**src/rtl/da_wave_gen.sv**
```systemverilog
// Multi-channel DAC test-waveform generator: per-channel phase accumulators
// with sawtooth/triangle/square/DC mapping and atomically committed config.
module da_wave_gen #(
  parameter int unsigned DATA_W = 14,
  parameter int unsigned NUM_CH = 2,
  parameter int unsigned ACC_W  = 24,
  localparam int unsigned CH_W  = (NUM_CH > 1) ? $clog2(NUM_CH) : 1
) (
  input  logic                     clk,
  input  logic                     rst,
  input  logic                     en,
  input  logic                     cfg_we,
  input  logic [CH_W-1:0]          cfg_ch,
  input  logic [1:0]               cfg_mode,
  input  logic [ACC_W-1:0]         cfg_step,
  input  logic [ACC_W-1:0]         cfg_phase,
  input  logic                     cfg_commit,
  output logic [DATA_W*NUM_CH-1:0] da_data,
  output logic                     da_valid,
  output logic [NUM_CH-1:0]        wrap
);

  // Only the top DATA_W+1 bits of the phase sum reach the mapper.
  localparam int unsigned TOP_W  = DATA_W + 1;
  localparam int unsigned TOP_SH = ACC_W - TOP_W;
  localparam logic [ACC_W-1:0] STEP_RST = ACC_W'(1) << (ACC_W - DATA_W);

  typedef enum logic [1:0] {
    MODE_SAW = 2'd0,
    MODE_TRI = 2'd1,
    MODE_SQR = 2'd2,
    MODE_DC  = 2'd3
  } mode_e;

  typedef struct packed {
    mode_e            mode;
    logic [ACC_W-1:0] step;
    logic [ACC_W-1:0] phase;
  } cfg_t;

  // S1 carries its own mode and DC level so in-flight samples finish with
  // the config they were launched under.
  typedef struct packed {
    mode_e             mode;
    logic [TOP_W-1:0]  top;
    logic [DATA_W-1:0] level;
    logic              carry;
  } s1_t;

  localparam cfg_t CFG_RST = '{mode: MODE_SAW, step: STEP_RST, phase: '0};

  cfg_t                    shadow_q [NUM_CH];
  cfg_t                    shadow_d [NUM_CH];
  cfg_t                    active_q [NUM_CH];
  cfg_t                    active_d [NUM_CH];
  logic [ACC_W-1:0]        acc_q    [NUM_CH];
  logic [ACC_W-1:0]        acc_d    [NUM_CH];
  s1_t                     s1_q     [NUM_CH];
  s1_t                     s1_d     [NUM_CH];
  logic [NUM_CH-1:0]       carry_q, carry_d;
  logic                    s1_valid_q, s1_valid_d;
  logic [DATA_W*NUM_CH-1:0] data_q, data_d;
  logic                    valid_q, valid_d;
  logic [NUM_CH-1:0]       wrap_q, wrap_d;

  function automatic logic [DATA_W-1:0] map_sample(
    input mode_e             mode,
    input logic [TOP_W-1:0]  top,
    input logic [DATA_W-1:0] level
  );
    logic [DATA_W-1:0] fold;
    logic [DATA_W-1:0] res;
    fold = top[DATA_W-1:0];
    res  = '0;
    unique case (mode)
      MODE_SAW: res = top[TOP_W-1 -: DATA_W];
      MODE_TRI: res = top[TOP_W-1] ? ~fold : fold;
      MODE_SQR: res = top[TOP_W-1] ? '0 : '1;
      MODE_DC:  res = level;
    endcase
    return res;
  endfunction

  // Accumulators, config banks and the two pipeline stages; the pipeline
  // only advances on enabled cycles.
  always_comb begin
    logic [ACC_W:0] sum;
    sum        = '0;
    shadow_d   = shadow_q;
    active_d   = active_q;
    acc_d      = acc_q;
    carry_d    = carry_q;
    s1_d       = s1_q;
    s1_valid_d = s1_valid_q;
    data_d     = data_q;
    valid_d    = 1'b0;
    wrap_d     = '0;

    for (int unsigned ch = 0; ch < NUM_CH; ch++) begin
      sum = {1'b0, acc_q[ch]} + {1'b0, active_q[ch].step};
      if (cfg_commit) begin
        active_d[ch] = shadow_q[ch];
        acc_d[ch]    = '0;
        carry_d[ch]  = 1'b0;
      end else if (en) begin
        acc_d[ch]   = sum[ACC_W-1:0];
        carry_d[ch] = sum[ACC_W];
      end

      if (cfg_we && (cfg_ch == CH_W'(ch))) begin
        shadow_d[ch] = '{mode: mode_e'(cfg_mode), step: cfg_step, phase: cfg_phase};
      end

      if (en) begin
        s1_d[ch].mode  = active_q[ch].mode;
        s1_d[ch].top   = TOP_W'((acc_q[ch] + active_q[ch].phase) >> TOP_SH);
        s1_d[ch].level = active_q[ch].phase[ACC_W-1 -: DATA_W];
        s1_d[ch].carry = carry_q[ch];
        if (s1_valid_q) begin
          data_d[ch*DATA_W +: DATA_W] = map_sample(s1_q[ch].mode, s1_q[ch].top, s1_q[ch].level);
          wrap_d[ch]                  = s1_q[ch].carry;
        end
      end
    end

    if (en) begin
      s1_valid_d = 1'b1;
      valid_d    = s1_valid_q;
    end
  end

  always_ff @(posedge clk) begin
    if (rst) begin
      for (int unsigned ch = 0; ch < NUM_CH; ch++) begin
        shadow_q[ch] <= CFG_RST;
        active_q[ch] <= CFG_RST;
        acc_q[ch]    <= '0;
        s1_q[ch]     <= '0;
      end
      carry_q    <= '0;
      s1_valid_q <= 1'b0;
      data_q     <= '0;
      valid_q    <= 1'b0;
      wrap_q     <= '0;
    end else begin
      shadow_q   <= shadow_d;
      active_q   <= active_d;
      acc_q      <= acc_d;
      s1_q       <= s1_d;
      carry_q    <= carry_d;
      s1_valid_q <= s1_valid_d;
      data_q     <= data_d;
      valid_q    <= valid_d;
      wrap_q     <= wrap_d;
    end
  end

  assign da_data  = data_q;
  assign da_valid = valid_q;
  assign wrap     = wrap_q;

endmodule
```
**config.mk**
```make
export PLATFORM = sky130hd
export DESIGN_NAME = da_wave_gen
export DESIGN_NICKNAME = d
export VERILOG_FILES = /design/src/rtl/da_wave_gen.sv
export SDC_FILE = /design/constraint.sdc
export NUM_CORES = 1
export LEC_CHECK = 0
export CAP_MARGIN = 20
export CORE_MARGIN = 2
export CORE_UTILIZATION = 55
export CTS_CLUSTER_DIAMETER = 120
export DETAILED_ROUTE_END_ITERATION = 8
export GPL_TIMING_DRIVEN = 0
export PLACE_DENSITY = 0.77
export SYNTH_ARGS = -nofsm -noshare
export SYNTH_HDL_FRONTEND = slang
export SYNTH_SLANG_ARGS = --single-unit
```
**constraint.sdc**
```tcl
create_clock -name clk -period 2.4 [get_ports clk]
set_clock_uncertainty 0.05 [all_clocks]
set_input_delay 0.48 -clock clk [delete_from_list [all_inputs] [get_ports clk]]
set_output_delay 0.48 -clock clk [all_outputs]
set_load 0.05 [all_outputs]
```
==> results of run 1 <==
## cell families (layout without fill, tap and decap cells)
group	Yosys count	count (layout)	share of synthesized area, %
AND/OR/NAND/NOR	681	681	17.07
AO/OA/AOI/OAI	519	519	19.36
flip-flops	346	346	40.67
multiplexers	165	165	9.697
buffers and inverters	156	345	3.438
adder cells (fa/ha/maj)	94	94	6.993
XOR/XNOR	54	54	2.777
## synth_stat cells, types with 3 or more instances
cell	count	share of area (%)
sky130_fd_sc_hd__nor3_1	17	0.50
sky130_fd_sc_hd__nand3_1	35	1.0
sky130_fd_sc_hd__o21ai_1	19	0.56
sky130_fd_sc_hd__o31ai_1	5	0.22
sky130_fd_sc_hd__o311ai_0	3	0.15
sky130_fd_sc_hd__nand2b_1	6	0.22
sky130_fd_sc_hd__a2111oi_0	3	0.15
sky130_fd_sc_hd__xor2_1	18	0.93
sky130_fd_sc_hd__a32oi_1	5	0.26
sky130_fd_sc_hd__nand4_1	12	0.44
sky130_fd_sc_hd__xnor2_1	36	1.9
sky130_fd_sc_hd__a21o_2	3	0.15
sky130_fd_sc_hd__o22a_1	26	1.3
sky130_fd_sc_hd__clkbuf_1	97	2.1
sky130_fd_sc_hd__or3_1	7	0.26
sky130_fd_sc_hd__o21a_1	4	0.18
sky130_fd_sc_hd__ha_1	92	6.8
sky130_fd_sc_hd__o32ai_1	3	0.15
sky130_fd_sc_hd__mux2i_1	165	9.7
sky130_fd_sc_hd__nor3b_1	6	0.26
sky130_fd_sc_hd__and3_1	4	0.15
sky130_fd_sc_hd__nor2b_1	16	0.59
sky130_fd_sc_hd__nand2_1	285	6.3
sky130_fd_sc_hd__a211oi_1	48	2.1
sky130_fd_sc_hd__a21o_1	58	2.6
sky130_fd_sc_hd__o22ai_1	9	0.33
sky130_fd_sc_hd__o21bai_1	7	0.31
sky130_fd_sc_hd__inv_1	30	0.66
sky130_fd_sc_hd__nor2_1	251	5.5
sky130_fd_sc_hd__o211a_1	3	0.18
sky130_fd_sc_hd__nand3b_1	28	1.2
sky130_fd_sc_hd__or2_2	3	0.11
sky130_fd_sc_hd__dfxtp_1	346	41
sky130_fd_sc_hd__a211o_1	10	0.51
sky130_fd_sc_hd__o21ai_0	64	1.9
sky130_fd_sc_hd__buf_1	29	0.64
sky130_fd_sc_hd__and2_1	4	0.15
sky130_fd_sc_hd__a221o_1	3	0.18
sky130_fd_sc_hd__a21oi_1	206	6.1
sky130_fd_sc_hd__a31oi_1	7	0.26
sky130_fd_sc_hd__o211ai_1	9	0.40
## layout by cell type (no fill, tap or decap), drive strengths merged, types with 6 or more instances in the layout
cell / instances
dfxtp: 346
clkinv: 7
xor2: 18
clkbuf: 151
ha: 92
o21bai: 7
a31oi: 7
nand3: 35
xnor2: 36
mux2i: 165
nor3: 18
or3: 7
inv: 31
clkdlybuf4s50: 83
nand2: 285
nand3b: 28
nor3b: 6
a21o: 61
a211oi: 50
buf: 65
o31ai: 6
nand2b: 6
a211o: 10
a21oi: 207
o21ai: 84
nor2b: 16
nor2: 251
o22ai: 9
o211ai: 9
nand4: 12
o22a: 26
## cell type report
cell class	instances	share of cell area, %
multi-input combinational	1513	49.39
inverter	30	0.5385
clock inverter	14	0.9633
buffer	125	2.345
clock buffer	54	5.523
timing repair buffer	122	5.445
sequential	346	33.43
tap	396	2.369
## layer usage
layer  GRT usage (%)  share of wire (%)  vias to the layer above
li1                -                  -                     7421
met4           10.76                3.9                        0
met3           4.356                7.3                      156
met1           40.64                 43                     7481
met5               0                  0                        -
met2           51.17                 46                      635
## what timing repair did
item                       CTS  global route
pin swaps                   43            55
gates resized for setup     98            91
buffers inserted            19            21
setup endpoints to repair   52            46
## power groups by stage
stage | logic [mW] | registers, mW | clock network [mW]
5_1_grt | 1.17 | 6.04 | 6.55
3_5_place_dp | 1.01 | 6.14 | 0
6_report | 1.09 | 6.03 | 6.30
2_1_floorplan | 0.636 | 6.11 | 0
4_1_cts | 1.05 | 6.02 | 6.31
3_3_place_gp | 0.990 | 6.14 | 0
## worst max-delay path, cell delays in order, from the launching register on
cell,delay (ps)
sky130_fd_sc_hd__dfxtp_4,350
sky130_fd_sc_hd__ha_4,170
sky130_fd_sc_hd__fa_2,360
sky130_fd_sc_hd__a21oi_2,170
sky130_fd_sc_hd__o211ai_1,200
sky130_fd_sc_hd__a211oi_2,320
sky130_fd_sc_hd__nor2_2,80
sky130_fd_sc_hd__a21bo_1,220
sky130_fd_sc_hd__a221o_1,340
sky130_fd_sc_hd__nand4b_1,110
sky130_fd_sc_hd__o211ai_1,100
## state kept, by name, summed over array words and instances, names as in the netlist, 2 cells and up
signal and cells:
acc_q 48, s1_q 64, shadow_q 100, active_q 100, carry_q 2, da_data 28, wrap 2
## final timing paths
kind              slack, ps  cells past startpoint                   endpoint                      start
setup reg to reg       -190                     10     acc_q[22]$_SDFFE_PP0P_      acc_q[0]$_SDFFE_PP0P_
hold reg to reg         410                      2  shadow_q[97]$_SDFFE_PP0P_  shadow_q[97]$_SDFFE_PP0P_
hold / removal          330                      3  active_q[84]$_SDFFE_PP1P_                 cfg_commit
setup / recovery       -190                     10     acc_q[22]$_SDFFE_PP0P_      acc_q[0]$_SDFFE_PP0P_
==> results.md, run 1 <==
- The count of pins over their slew limit is 0.
- Adding up every negative setup slack in the final design gives -1247 ps.
- The tree is rooted in a sky130_fd_sc_hd__clkbuf_16.
- The area of the core is 30510 sq um.
- The number of optimization iterations in the first detailed-route pass is 6.
- Across the run, the number of max-cap violations was 0.
- The instance count of the mapped netlist is roughly 2000.
- TritonCTS built the clock tree.
- In this run switching power makes up roughly 24% of total power.
- The critical path in this run is classified as flip-flop to flip-flop.
- The leftover overflow at the end of global routing is 0.
- Setup slack on the critical path of the routed design comes to -191.5 ps.
- The worst-margin pin slew is between 1000 and 1500 ps.
- The net switching power is 3.226 mW.
- From bottom edge to top edge, the die measures approximately 180 microns.
- Entering global routing, the biggest net connects 14 pins.
- The largest driver fanout on the critical path is 3.
- The count of input and output buffers is slightly above 80.
- The endpoint required time on the critical path is 2760 ps.
- The area of placed instances is 18370 sq um.
- The internal portion of the total power is ~10 mW.
- The number of antenna diodes is 0.
- Counting every sink on the clock net gives ~350.
- The clock latency on the worst-skew pair is 530 ps.
- The total via count in the routed design is ~16000.
- The number of antenna violations at the first check in global routing came to 0.
- The checks that failed: setup timing.
- The number of setup violations in the final report is 17.
- The global-route total usage across every layer is between 30% and 40%.
- The number of nets in the synthesized netlist is about 2200.
- The share of layout cells above drive strength 1 is 12.25%.
- The clock period minus final worst setup slack is ~2600 ps.
- From left edge to right edge, the die measures ~180 microns.
- Once detail routing completed, the nets flagged for antenna violations numbered 0.
- Among all flip-flop cells after synthesis, the most frequent one is sky130_fd_sc_hd__dfxtp_1.
- The final layout contains approximately 2300 nets.
- The number of different library cells used by synthesis comes to a little under 70.
- For this design the top-level I/O count stands at slightly below 90.
- CTS built an H-tree with a depth of 2.
- The area of all sequential standard cells is approximately 7000 sq um.
- The final wirelength is around 52000 microns.
- The power per unit of standard cell area is between 600 and 700 nW/um^2.
- Per report_power, the clock group accounts for 47.0% of the total.
- After synthesis, flip-flops and latches occupy a little over 40% of the total area.
- The share of total power dissipated in sequential elements is ~45%.
- Counting tap cells, the placed design contains a total of ~2500 instances.
- The min-delay analysis places its worst path in the category primary input to flip-flop.
- The number of design-rule violations left by the first detailed-router iteration is between 1000 and 1500.
- IR analysis of the VDD net gives a maximum drop of ~0.57 mV.
- The average cell area after synthesis is between 8 and 9 sq um.
- The final cell count without fillers is between 2000 and 3000.
- The layout overhead on the synthesized area is 22.77%.
- The period utilization is 108.0%.
- The run finished, with violations left.
- The via count of the first global-routing pass is 14963.
- The estimated wirelength of the detail-placed design is between 30000 and 40000 microns.
- The combinational cell fraction of total power is 8.1%.
- The via density per instance is 6.036.
- Setup repair after global routing could not meet its margin everywhere.
- In the synthesized netlist the async set-or-reset flop fraction comes to 0%.
- The final routed wire length divided by cell count is between 20 and 25 microns.
- The number of hold violations in the final report is 0.
- The number of synthesized register bits is about 350.
- The number of filler instances in the final layout is ~2400.
- The number of enable flip-flop cells after synthesis is 0.
- The routability congestion estimate from global placement is 0.9186.
- The total clock buffers created by CTS is 38.
- The clock-pin slew on the worst setup and hold paths is approximately 70 ps.
- No sink is reached through more buffers than the 3 on the longest clock path.
- The critical path launch point type is a flip-flop.
- Prior to clock tree synthesis, the placed netlist has a worst setup slack of -706.7 ps.
- Overall power consumption after layout is estimated at 13.42 mW.
- The combined area of all synthesized cells is 17030 sq um.
- Timing would allow up to between 0.3 and 0.4 GHz.
- The wire length of the first global-routing pass is slightly below 80000 microns.
- The number of hold buffers added after CTS was 0.
- The initialized floorplan defines 64 standard-cell rows.
- In the routed design, unresolved DRC markers number 0.
- The full die area is 32390 sq um.
- Once layout is complete, the utilization of the core stands at between 60% and 70%.
- Data on the critical path arrives at its endpoint at 2950 ps.
- Across all hold checks on the routed design, the worst slack comes to between 300 and 400 ps.
- The warning count from the yosys run is 0.
- The relative slew slack is between 20% and 30%.
- The initial core utilization is between 50% and 60%.
- The leakage dissipation is ~8.6 nW.
- The finished cells cover roughly 21000 sq um.
- STA classifies the critical path endpoint as a flip-flop.
- The multi-input combinational cells in the finished layout cover a total of a little over 10000 sq um.
(Power assumes the default switching activity.)
==> run 2: changes to the inputs <==
--- a/config.mk
+++ b/config.mk
@@ -6,12 +6,14 @@
 export NUM_CORES = 1
 export LEC_CHECK = 0
 export CAP_MARGIN = 20
+export CELL_PAD_IN_SITES_DETAIL_PLACEMENT = 1
+export CELL_PAD_IN_SITES_GLOBAL_PLACEMENT = 2
 export CORE_MARGIN = 2
-export CORE_UTILIZATION = 55
+export CORE_UTILIZATION = 34
 export CTS_CLUSTER_DIAMETER = 120
 export DETAILED_ROUTE_END_ITERATION = 8
-export GPL_TIMING_DRIVEN = 0
-export PLACE_DENSITY = 0.77
+export GPL_TIMING_DRIVEN = 1
+export PLACE_DENSITY_LB_ADDON = 0.1
 export SYNTH_ARGS = -nofsm -noshare
 export SYNTH_HDL_FRONTEND = slang
 export SYNTH_SLANG_ARGS = --single-unit
==> run 2 against run 1 <==
Compared with the run above: the run still ends with setup timing left; maximum frequency is 4.9% higher; sequential share of layout area shrank 2.0 points; routed wire length is 5.2% higher; die area increased by 60%; clock-buffer cell count grew 5; register-to-register slack gained 120 ps; cell count is 12% higher; critical endpoint unchanged; largest power group unchanged; highest routed layer is now met5.
==> results.md, run 2 (synthesized netlist as in run 1, its figures left out) <==
- After the last flow step, the layout net total stands at between 2000 and 2500.
- The number of hold violations in the final report is 0.
- Global routing used slightly above 20% of the available tracks across all layers.
- The final routed wire length divided by cell count is roughly 19 microns.
- The number of setup violations in the final report is 9.
- The worst setup path is of the flip-flop to flip-flop kind.
- In this run the tool buffered the top-level ports with 86 buffer cells.
- The root buffer cell chosen for the clock tree is sky130_fd_sc_hd__clkbuf_16.
- The analysis attributes to net switching a power of about 3.4 mW.
- The kind of end point of the critical path is a flip-flop.
- The total via count in the routed design is 15083.
- The highest achievable clock rate is a little over 0.4 GHz.
- The sequential cell fraction of total power is around 44%.
- The relative slew slack is 33.80%.
- The count of maximum capacitance violations is 0.
- TritonCTS built the clock tree.
- The maximum count of clock buffers along a single path is 3.
- The area of the core is ~50000 sq um.
- The switching part of the total power is 24.95%.
- Setup repair after global routing could not meet its margin everywhere.
- The layout overhead on the synthesized area is 30.44%.
- After clock tree synthesis, the clock-pin slew on the worst setup and hold paths is about 60 ps.
- The most common library cell in the layout ignoring fill and taps is sky130_fd_sc_hd__dfxtp_1.
- The power per unit of standard cell area is approximately 610 nW/um^2.
- Entering global routing, the biggest net connects approximately 140 pins.
- At the pin with the least slew margin, the transition time is between 900 and 1000 ps.
- Combinational logic burns slightly above 8% of the power.
- The period utilization is 102.9%.
- The die is approximately 230 microns wide.
- Dividing the detail-routed via count by the number of cells gives about 5.2.
- For this block, the routed nets add up to between 50000 and 60000 microns of wire.
- The number of cell rows is 82.
- The leftover overflow at the end of global routing is 0.
- The portion of total power attributed to the clock network is about 47%.
- The first detailed-routing pass took 6 iterations.
- The die covers ~52000 sq um.
- The number of antenna violations at the first check in global routing is 4.
- In the final layout, the registers with the most flip-flops are active_q (100), shadow_q (100), s1_q (64).
- The tree built by TritonCTS fans out to 346 sinks.
- The top cell types in the final layout, fill and taps aside, are sky130_fd_sc_hd__dfxtp_1, sky130_fd_sc_hd__nand2_1, sky130_fd_sc_hd__nor2_1, sky130_fd_sc_hd__a21oi_1, sky130_fd_sc_hd__buf_4.
- The data arrival at the endpoint of the critical path is roughly 2900 ps.
- The number of design-rule violations left by the first detailed-router iteration is roughly 500.
- The critical path launch point type is a flip-flop.
- After routing the design area is ~22000 sq um.
- The hold buffer count at cts is 0.
- The DRC violation count after routing is 0.
- After layout, the design draws a total of around 14 mW.
- The via count of the first global-routing pass is 15566.
- The type of the most critical hold path is primary input to flip-flop.
- The aggregate negative setup slack is -252.2 ps.
- The internal power is between 10 and 15 mW.
- In this run the count of I/O pins placed on the die edge is 87.
- On the critical path, the stage with the largest delay is an instance of sky130_fd_sc_hd__fa_2.
- IR analysis of the VDD net gives a maximum drop of 0.4298 mV.
- The count of nets left with antenna violations once routing finished came out at 0.
- Along the worst path, the maximum fanout reaches 3.
- Summing all placed instances gives a cell area of 19680 sq um.
- Data on the critical path is required at its endpoint by 2810 ps.
- The HPWL after detailed placement is between 30000 and 40000 microns.
- The count of pins over their slew limit is 0.
- The flow ran to the end, but the final reports show violations.
- The chip height is approximately 230 microns.
- The leakage dissipation is a little over 9 nW.
- The routability congestion estimate from global placement is between 0.8 and 0.9.
- The most common cell type on the critical path is sky130_fd_sc_hd__o211ai_1.
- The largest single stage delay on the critical path is approximately 350 ps.
- Clock tree synthesis inserted a total of 42 buffers.
- The maximum level of the CTS H-tree is 2.
- Traced cell by cell, the critical path runs through ha_4, fa_2, a21oi_2, o211ai_1, a211oi_2, nor2_2, a21bo_1, a221o_1, nand4b_1, o211ai_1.
- The initial core utilization is 34.23%.
- The clock period minus final worst setup slack is roughly 2500 ps.
- In the post-route analysis, the smallest setup slack over all paths is -70.65 ps.
- The utilization after layout is 44.65%.
- The share of layout cells above drive strength 1 is approximately a fifth.
- The checks that failed: setup timing.
- At the later pin of the worst-skew pair, clock insertion delay measures between 500 and 600 ps.
- The wire length of the first global-routing pass is 86380 microns.
-- run 2: critical path, delay by kind of cell, from the launching register on --
kind | cells | cell delay, ps
AND/OR/NAND/NOR | 2 | 190
adder cells (fa/ha/maj) | 2 | 520
AO/OA/AOI/OAI | 6 | 1260
flip-flops | 1 | 340
-- run 2: layout make-up --
class	instances	area, sq um
clock buffers	59	1196
fillers	5733	27540
flip-flops and latches	346	6979
repair buffers	279	2480
clock inverters	17	190.2
multi-input cells	1513	10420
diodes	1	2.502
inverters	30	112.6
well taps	672	840.8
-- run 2: worst paths after layout --
check,from,end,slack (ps),cells past startpoint
worst max-delay path,active_q[24]$_SDFFE_PP0P_,acc_q[22]$_SDFFE_PP0P_,-70,10
worst max register to register,active_q[24]$_SDFFE_PP0P_,acc_q[22]$_SDFFE_PP0P_,-70,10
worst min register to register,shadow_q[9]$_SDFFE_PP0P_,shadow_q[9]$_SDFFE_PP0P_,400,2
worst min-delay path,rst,active_q[66]$_SDFFE_PP0P_,160,2
-- run 2: through the flow --
stage / setup WS [ps] / cells / hold WS [ps]
2_1_floorplan: 2.028 / 2015 / 379.1
3_3_place_gp: -244.3 / 2816 / 392.1
3_5_place_dp: -270.5 / 2816 / 396.6
4_1_cts: -73.20 / 2903 / 129.3
5_1_grt: -201.0 / 2916 / 162.7
6_report: -70.65 / 2917 / 162.0
-- run 2: power groups by stage --
stage | clock (mW) | sequential, mW | combinational [mW]
global placement | 0 | 6.15 | 1.06
CTS | 6.64 | 6.03 | 1.10
floorplan | 0 | 6.11 | 0.636
global route | 6.86 | 6.04 | 1.23
detailed placement | 0 | 6.15 | 1.08
finish | 6.44 | 6.03 | 1.12
-- run 2: metal layers --
| layer | vias to the layer above | part of all wire [%] | GRT usage (%) |
|---|---|---|---|
| met5 | - | 0.075 | 0 |
| met4 | 6 | 2.3 | 5.757 |
| met3 | 86 | 4.5 | 3.888 |
| met2 | 193 | 47 | 34.57 |
| met1 | 7306 | 46 | 27.13 |
| li1 | 7492 | - | - |
-- run 2: timing repair --
action,4_1_cts,5_1_grt
buffers inserted,11,14
endpoints found under the setup margin,35,43
pin swaps,53,52
hold endpoints to repair,0,0
gates resized for setup,93,87
